## src/rtl/rsa_sequencer.sv

```systemverilog
// Job controller for the rsa modular-exponentiation core: programs operands over the
// register bus, starts the core, waits (with timeout) for the result and hands it back.
module rsa_sequencer #(
    parameter logic [7:0]  ADDR_BASE      = 8'h08,
    parameter logic [7:0]  ADDR_EXP       = 8'h0C,
    parameter logic [7:0]  ADDR_MOD       = 8'h10,
    parameter logic [7:0]  ADDR_CTRL      = 8'h14,
    parameter logic [7:0]  ADDR_RESULT    = 8'h18,
    parameter int unsigned TIMEOUT_CYCLES = 65535
) (
    input  logic        pclk,
    input  logic        nreset,
    input  logic        job_valid,
    output logic        job_ready,
    input  logic [31:0] job_base,
    input  logic [31:0] job_exp,
    input  logic [31:0] job_mod,
    output logic        res_valid,
    input  logic        res_ready,
    output logic [31:0] res_data,
    output logic        res_err,
    output logic        busy,
    output logic        fabint,
    output logic        rsa_write_en,
    output logic        rsa_read_en,
    output logic        rsa_enable,
    output logic [7:0]  rsa_addr,
    output logic [31:0] rsa_wdata,
    input  logic [31:0] rsa_rdata,
    input  logic        rsa_result_valid
);

    localparam int unsigned CNT_W = 24;

    typedef enum logic [3:0] {
        S_IDLE,
        S_WR_BASE,
        S_WR_EXP,
        S_WR_MOD,
        S_WR_CTRL,
        S_WAIT,
        S_RD_REQ,
        S_RD_CAP,
        S_DONE
    } state_t;

    state_t state, state_next;

    logic [31:0]      base_q, exp_q, mod_q;
    logic [31:0]      base_n, exp_n, mod_n;
    logic [CNT_W-1:0] cnt_q, cnt_n;
    logic             err_n;
    logic [31:0]      data_n;
    logic             wr_n, rd_n;
    logic [7:0]       addr_n;
    logic [31:0]      wdata_n;

    always_ff @(posedge pclk or negedge nreset) begin
        if (!nreset) begin
            state <= S_IDLE;
        end else begin
            state <= state_next;
        end
    end

    // Next state, next datapath values, and bus outputs decoded from the next state
    always_comb begin
        state_next = state;
        base_n     = base_q;
        exp_n      = exp_q;
        mod_n      = mod_q;
        cnt_n      = cnt_q;
        err_n      = res_err;
        data_n     = res_data;
        wr_n       = 1'b0;
        rd_n       = 1'b0;
        addr_n     = 8'h00;
        wdata_n    = 32'h0;

        case (state)
            S_IDLE: begin
                if (job_valid && job_ready) begin
                    base_n     = job_base;
                    exp_n      = job_exp;
                    mod_n      = job_mod;
                    data_n     = 32'h0;
                    state_next = S_WR_BASE;
                end
            end
            S_WR_BASE: state_next = S_WR_EXP;
            S_WR_EXP:  state_next = S_WR_MOD;
            S_WR_MOD:  state_next = S_WR_CTRL;
            S_WR_CTRL: begin
                cnt_n      = CNT_W'(TIMEOUT_CYCLES);
                state_next = S_WAIT;
            end
            S_WAIT: begin
                // A result arriving on the last counted cycle still wins over expiry
                if (rsa_result_valid) begin
                    state_next = S_RD_REQ;
                end else if (cnt_q == '0) begin
                    err_n      = 1'b1;
                    state_next = S_DONE;
                end else begin
                    cnt_n = cnt_q - CNT_W'(1);
                end
            end
            S_RD_REQ: state_next = S_RD_CAP;
            S_RD_CAP: begin
                data_n     = rsa_rdata;
                state_next = S_DONE;
            end
            S_DONE: begin
                if (res_ready) begin
                    err_n      = 1'b0;
                    state_next = S_IDLE;
                end
            end
            default: state_next = S_IDLE;
        endcase

        case (state_next)
            S_WR_BASE: begin
                wr_n    = 1'b1;
                addr_n  = ADDR_BASE;
                wdata_n = base_n;
            end
            S_WR_EXP: begin
                wr_n    = 1'b1;
                addr_n  = ADDR_EXP;
                wdata_n = exp_n;
            end
            S_WR_MOD: begin
                wr_n    = 1'b1;
                addr_n  = ADDR_MOD;
                wdata_n = mod_n;
            end
            S_WR_CTRL: begin
                wr_n    = 1'b1;
                addr_n  = ADDR_CTRL;
                wdata_n = 32'h1;
            end
            S_RD_REQ: begin
                rd_n   = 1'b1;
                addr_n = ADDR_RESULT;
            end
            default: ;
        endcase
    end

    // Registered outputs and datapath
    always_ff @(posedge pclk or negedge nreset) begin
        if (!nreset) begin
            base_q       <= 32'h0;
            exp_q        <= 32'h0;
            mod_q        <= 32'h0;
            cnt_q        <= '0;
            res_err      <= 1'b0;
            res_data     <= 32'h0;
            job_ready    <= 1'b1;
            busy         <= 1'b0;
            res_valid    <= 1'b0;
            fabint       <= 1'b0;
            rsa_write_en <= 1'b0;
            rsa_read_en  <= 1'b0;
            rsa_enable   <= 1'b0;
            rsa_addr     <= 8'h00;
            rsa_wdata    <= 32'h0;
        end else begin
            base_q       <= base_n;
            exp_q        <= exp_n;
            mod_q        <= mod_n;
            cnt_q        <= cnt_n;
            res_err      <= err_n;
            res_data     <= data_n;
            job_ready    <= (state_next == S_IDLE);
            busy         <= (state_next != S_IDLE);
            res_valid    <= (state_next == S_DONE);
            fabint       <= (state_next == S_DONE);
            rsa_write_en <= wr_n;
            rsa_read_en  <= rd_n;
            rsa_enable   <= wr_n | rd_n;
            rsa_addr     <= addr_n;
            rsa_wdata    <= wdata_n;
        end
    end

endmodule

```

## config.mk

```make
export PLATFORM = sky130hd
export DESIGN_NAME = rsa_sequencer
export DESIGN_NICKNAME = d
export VERILOG_FILES = /design/src/rtl/rsa_sequencer.sv
export SDC_FILE = /design/constraint.sdc
export NUM_CORES = 1
export LEC_CHECK = 0
export ABC_CLOCK_PERIOD_IN_PS = 3650
export BUFFER_PORTS_ARGS = -buffer_cell sky130_fd_sc_hd__buf_2
export CAP_MARGIN = 25
export CELL_PAD_IN_SITES_DETAIL_PLACEMENT = 1
export CELL_PAD_IN_SITES_GLOBAL_PLACEMENT = 1
export CORE_MARGIN = 10
export CORE_UTILIZATION = 41
export CTS_CLUSTER_SIZE = 20
export DETAILED_ROUTE_END_ITERATION = 8
export GPL_TIMING_DRIVEN = 1
export HOLD_SLACK_MARGIN = 0.02
export PLACE_DENSITY_LB_ADDON = 0.1
export SKIP_LAST_GASP = 1
export SYNTH_ARGS = -nofsm -noshare
export SYNTH_HDL_FRONTEND = slang
export SYNTH_SLANG_ARGS = --single-unit
```

## constraint.sdc

```tcl
create_clock -name pclk -period 3.65 [get_ports pclk]
set_clock_uncertainty 0.05 [all_clocks]
set_input_delay 0.1825 -clock pclk [delete_from_list [all_inputs] [get_ports pclk]]
set_output_delay 0.1825 -clock pclk [all_outputs]
set_load 0.02 [all_outputs]
```

# == Word-level counts from Yosys, hierarchy flattened ==
# Index checks and enable logic that the tools add are counted.
# op_classes
n_addsub,1
mux,24
n_eq_ne,19
bitwise_logic,1
reduce_logical,12
# op_table
cell,count
two-way mux 32 bit,7
case mux 32 bit (4 select lines),1
case mux 32 bit (2 select lines),1
two-way mux 24 bit,2
case mux 24 bit (2 select lines),1
case mux 4 bit (9 select lines),1
case mux 5 bit (5 select lines),1
"equality test 4 x 3 -> 1 bit, second input constant",6
zero test 24 bit,1
"subtractor 24 x 1 -> 24 bit, second input constant",1
"equality test 4 x 2 -> 1 bit, second input constant",4
two-way mux 4 bit,4
"inequality test 2 bit, second input constant",5
"equality test 4 x 1 -> 1 bit, second input constant",2
"equality test 4 bit, second input constant",2
zero test 4 bit,2
nonzero test 2 bit,3
two-way mux 1 bit,5
AND reduction 4 bit,1
nonzero test 4 bit,1
OR reduction 4 bit,1
AND reduction 3 bit,1
case mux 1 bit (2 select lines),1
AND reduction 2 bit,1
2 further kinds,2
# word_totals
in_bits,133
out_inout_bits,80
reg_bits,203

# == Logic depth before layout (Yosys ltp) ==
# logic_depth
word_depth,8
depth_mapped,9

# == Worst setup path before layout ==
# No wires, ideal clock.
# synth_timing
path_kind,register to register
startpoint,reg cnt_q[0]
endpoint,reg busy
path_stages_with_launch,8
setup_ps,139
path_slack_ps,1490
period_less_slack_ps,2160
arrival_time_ps,1972
path_cell_list,dfrtp_1 > inv_1 > ha_1 > nor4b_4 > nand4_4 > o311ai_2 > a31oi_1 > or4_1
# synth_between
elab_chain_len,5
# synth_rtl
element,line_no,rtl
"start, declared",51,"logic [CNT_W-1:0] cnt_q, cnt_n;"
"start signal, assigned",173,cnt_q <= cnt_n;
zero test 24 bit,101,end else if (cnt_q == '0) begin
two-way mux 4 bit,101,
two-way mux 4 bit,99,if (rsa_result_valid) begin
case mux 4 bit (9 select lines),80,case (state)
net state_next[2],47,"state_t state, state_next;"
nonzero test 4 bit,177,busy <= (state_next != S_IDLE);
"end signal, assigned",177,
"end, declared",22,"output logic busy,"
# The timed path passes the listed nets, and every way through them passes these cells.
# A chain may end at the register's enable or synchronous reset.

# == Worst setup path in the final report ==
# layout_timing
startpoint,reg state[2]
endpoint,reg busy
# layout_between
elab_cells_between_ends,15
classes_between,eq/ne: 8; mux: 5; reduce/logical: 2
# layout_rtl
element,line_no,rtl
"start, declared",47,
"start signal, assigned",62,state <= state_next;
"equality test 4 bit, or another cell as far along",80,
case mux 4 bit (9 select lines) (*),80,
net state_next[0],47,
nonzero test 4 bit (*),177,
# The timed path passes the listed nets; every way through them passes the cells marked *.

==> reports/summary.txt <==
status: finished clean
Bufs on Longest Clock Path: 2
Ys Warns: 0
commonest non-fill, non-tap cells in the layout: nand2_1 (301), buf_2 (206), dfrtp_1 (165)
Placed Area: 8280 µm²
crit-path max FO: 68
Floorplan Core Area: 17100 µm²
grt total ovfl: 0
Netlist cell types: 53
Max stage delay on crit path: 0.61 ns
row cnt: 48
worst setup margin: 1.14 ns
IO Port Bufs: 207
final antenna-violating net count: 0
number of vias per cell: 5.25
LEAKAGE: 5.19 nW
wirelength, routed: 26100 µm
vias in the first global route: 7742
min-delay worst type: input port to flop
fin nets: 1218
# resized after CTS: 0
Top Ports: 213
Sw Share: 0.370
Most used DFF post-synth: dfrtp_1
Logic pwr share: 0.326
Post-Syn Area: 7110 µm²
dpl ws: 1.18 ns
Seq/Total Area, Yosys: 0.585
Yosys reg bits: 166
CTS tree: yes
fill count: 1965
Clock power frac: 0.281
worst path bufs/invs: 2
met3 Usage GRT: 0.0674
# setup viols final: 0
First-pass DRT Iterations: 4
met2 usage: 0.408
clock sink total: 166
hpwl dp: 15400 µm
CP top delay family: buffers and inverters
unrepaired setup endpoints after global routing: no
mean post-synth cell area: 9.21 µm²
commonest non-fill, non-tap cell in the layout: nand2_1
routed len/inst: 19.7 µm
Post-synth EDFFs: 0
fin crit share: 0.688
maximum level of the CTS H-tree: 4
Syn-to-layout area delta: 45.2%
Crit path required time: 3.89 ns
die area: 23000 µm²
Critical-path top delay cell: buf_4
Post-CTS Setup Bufs: 0
asr flop ratio synth: 1.00
GPL Wtd Cong: 0.845
crit path launch type: flop
met1 GRT Util: 0.245
reported net switching power: 2.73 mW
DIE HEIGHT: 152 µm
Int Pwr: 4.64 mW
fin area: 10300 µm²
layout cells sized above 1: 0.242
f_max: 398 MHz
TNS Setup: 0 ns
fin. max-slew vios: 0
critical path class: flop to flop
global-route wire length before repair: 41300 µm
cts bufs inserted: 17
clk slew on worst S/H paths: 0.06 ns
detailed-route DRC error count: 0
DRT iter0 DRCs: 298
largest net degree at the start of global routing: 97
Post-Synthesis Cells: 772
Pwr per Cell Area: 713 nW/µm²
Starting Density: 0.415
global-route layer with the greatest usage: met2
total track usage: 0.230
Worst-Skew Late Latency: 0.42 ns
crit-path cells: inv_1 > nand4_1 > buf_4 > o311ai_1 > or4_1
Worst EP arrival: 2.75 ns
initial antenna violation count: 1
Reg power frac: 0.393
Rel. slew slack: 0.459
DIE WIDTH: 152 µm
max cap viols: 0
root buf cell: clkbuf_16
Slew @ Worst Pin: 0.811 ns
CP Capture Type: flop
Period minus WS final: 2.51 ns
peak supply drop: 372 µV
via count: 6948
Final Hold Violating Endpoints: 0
==> power groups by stage <==
stage | Clock (mW) | Sequential (mW) | Combinational, mW
finish | 2.07 | 2.89 | 2.40
global placement | 0 | 2.86 | 2.14
CTS | 2.11 | 2.88 | 2.36
floorplan | 0 | 3.14 | 1.11
global route | 2.19 | 2.97 | 2.67
detailed placement | 0 | 2.90 | 2.23
==> cells by family after synthesis <==
kind of cell | synth area share
buffers and inverters | 0.0387
adders and majority gates | 0.00176
DFF | 0.585
muxes | 0.00141
xor gates and xnor gates | 0.00246
AOI/OAI and AO/OA | 0.101
other | 0.000528
and+or+nand+nor | 0.269
==> worst register-to-register path, cell delays in order (launching register included) <==
cell and delay, ns:
dfrtp_1 0.56, inv_1 0.22, nand4_1 0.15, buf_4 0.61
o311ai_1 0.31, or4_1 0.47
==> Yosys cell counts, drive strengths merged, types with 2 or more instances <==
library cell    n  area, µm²
a22oi          32        240
and3            4       25.0
or3            10       62.6
nor4            9       90.1
inv             7       26.3
nand3          47        235
o311ai          3       33.8
a41oi           2       17.5
a21oi           9       45.0
or3b            2       17.5
nor2b           2       12.5
buf            15       91.3
or4            10       78.8
o21ai          47        235
o211ai          3       22.5
a31o            2       17.5
nor2           14       52.6
nand2b          5       31.3
nand4           2       27.5
xor2            2       17.5
nand2         302       1140
nor3            9       55.1
o41ai           2       17.5
clkbuf         42        158
o31ai           8       60.1
dfrtp         165       4130
nor4b           2       32.5
and2            2       12.5
==> layer usage <==
layer / part of all wire / vias to the layer above / wire [µm]
met5: 0 / - / 0
met4: 0.036 / 0 / 948
met3: 0.061 / 65 / 1600
met2: 0.54 / 204 / 14000
met1: 0.37 / 3480 / 9560
li1: - / 3199 / -
==> repair_timing <==
action,CTS,global route
setup endpoints to repair,0,0
hold endpoints to repair,213,0
hold buffers,130,0
==> cell type report <==
| class | instances | area [µm²] | area share |
|---|---|---|---|
| Clock buffer | 21 | 460 | 0.0446 |
| Sequential cell | 166 | 4160 | 0.403 |
| Antenna cell | 2 | 5.00 | 0.000485 |
| Clock inverter | 11 | 220 | 0.0213 |
| Timing Repair Buffer | 346 | 2460 | 0.239 |
| Inverter | 7 | 26.3 | 0.00255 |
| Multi-Input combinational cell | 546 | 2710 | 0.262 |
| Tap cell | 225 | 282 | 0.0273 |
==> flip-flops by register name (all words and copies together) (netlist names) <==
name          count
cnt_q            24
res_err           1
rsa_write_en      1
rsa_addr          3
rsa_read_en       1
busy              1
exp_q            32
rsa_enable        1
job_ready         1
res_data         32
rsa_wdata        32
fabint            1
mod_q            32
state             4
==> metrics by stage <==
step	util	power (mW)	instances	hold WS (ns)
2_1_floorplan	-	4.25	776	-0.163
3_3_place_gp	0.483	5.00	1158	0.247
3_5_place_dp	0.483	5.13	1158	0.253
4_1_cts	0.599	7.34	1320	0.0534
5_1_grt	0.603	7.83	1323	0.0922
6_report	0.603	7.36	1324	0.0809
==> final timing paths <==
check	cells after the start	end	slack, ns	startpoint
setup / recovery	5	busy	1.14	state[2]
min in group asynchronous	2	cnt_q[6]	0.33	nreset
setup reg to reg	5	busy	1.14	state[2]
hold / removal	3	rsa_read_en	0.08	rsa_result_valid
max in group asynchronous	3	exp_q[12]	2.30	nreset
hold reg to reg	2	exp_q[0]	0.42	exp_q[0]
Note: power is estimated with default switching activity, not from simulation.
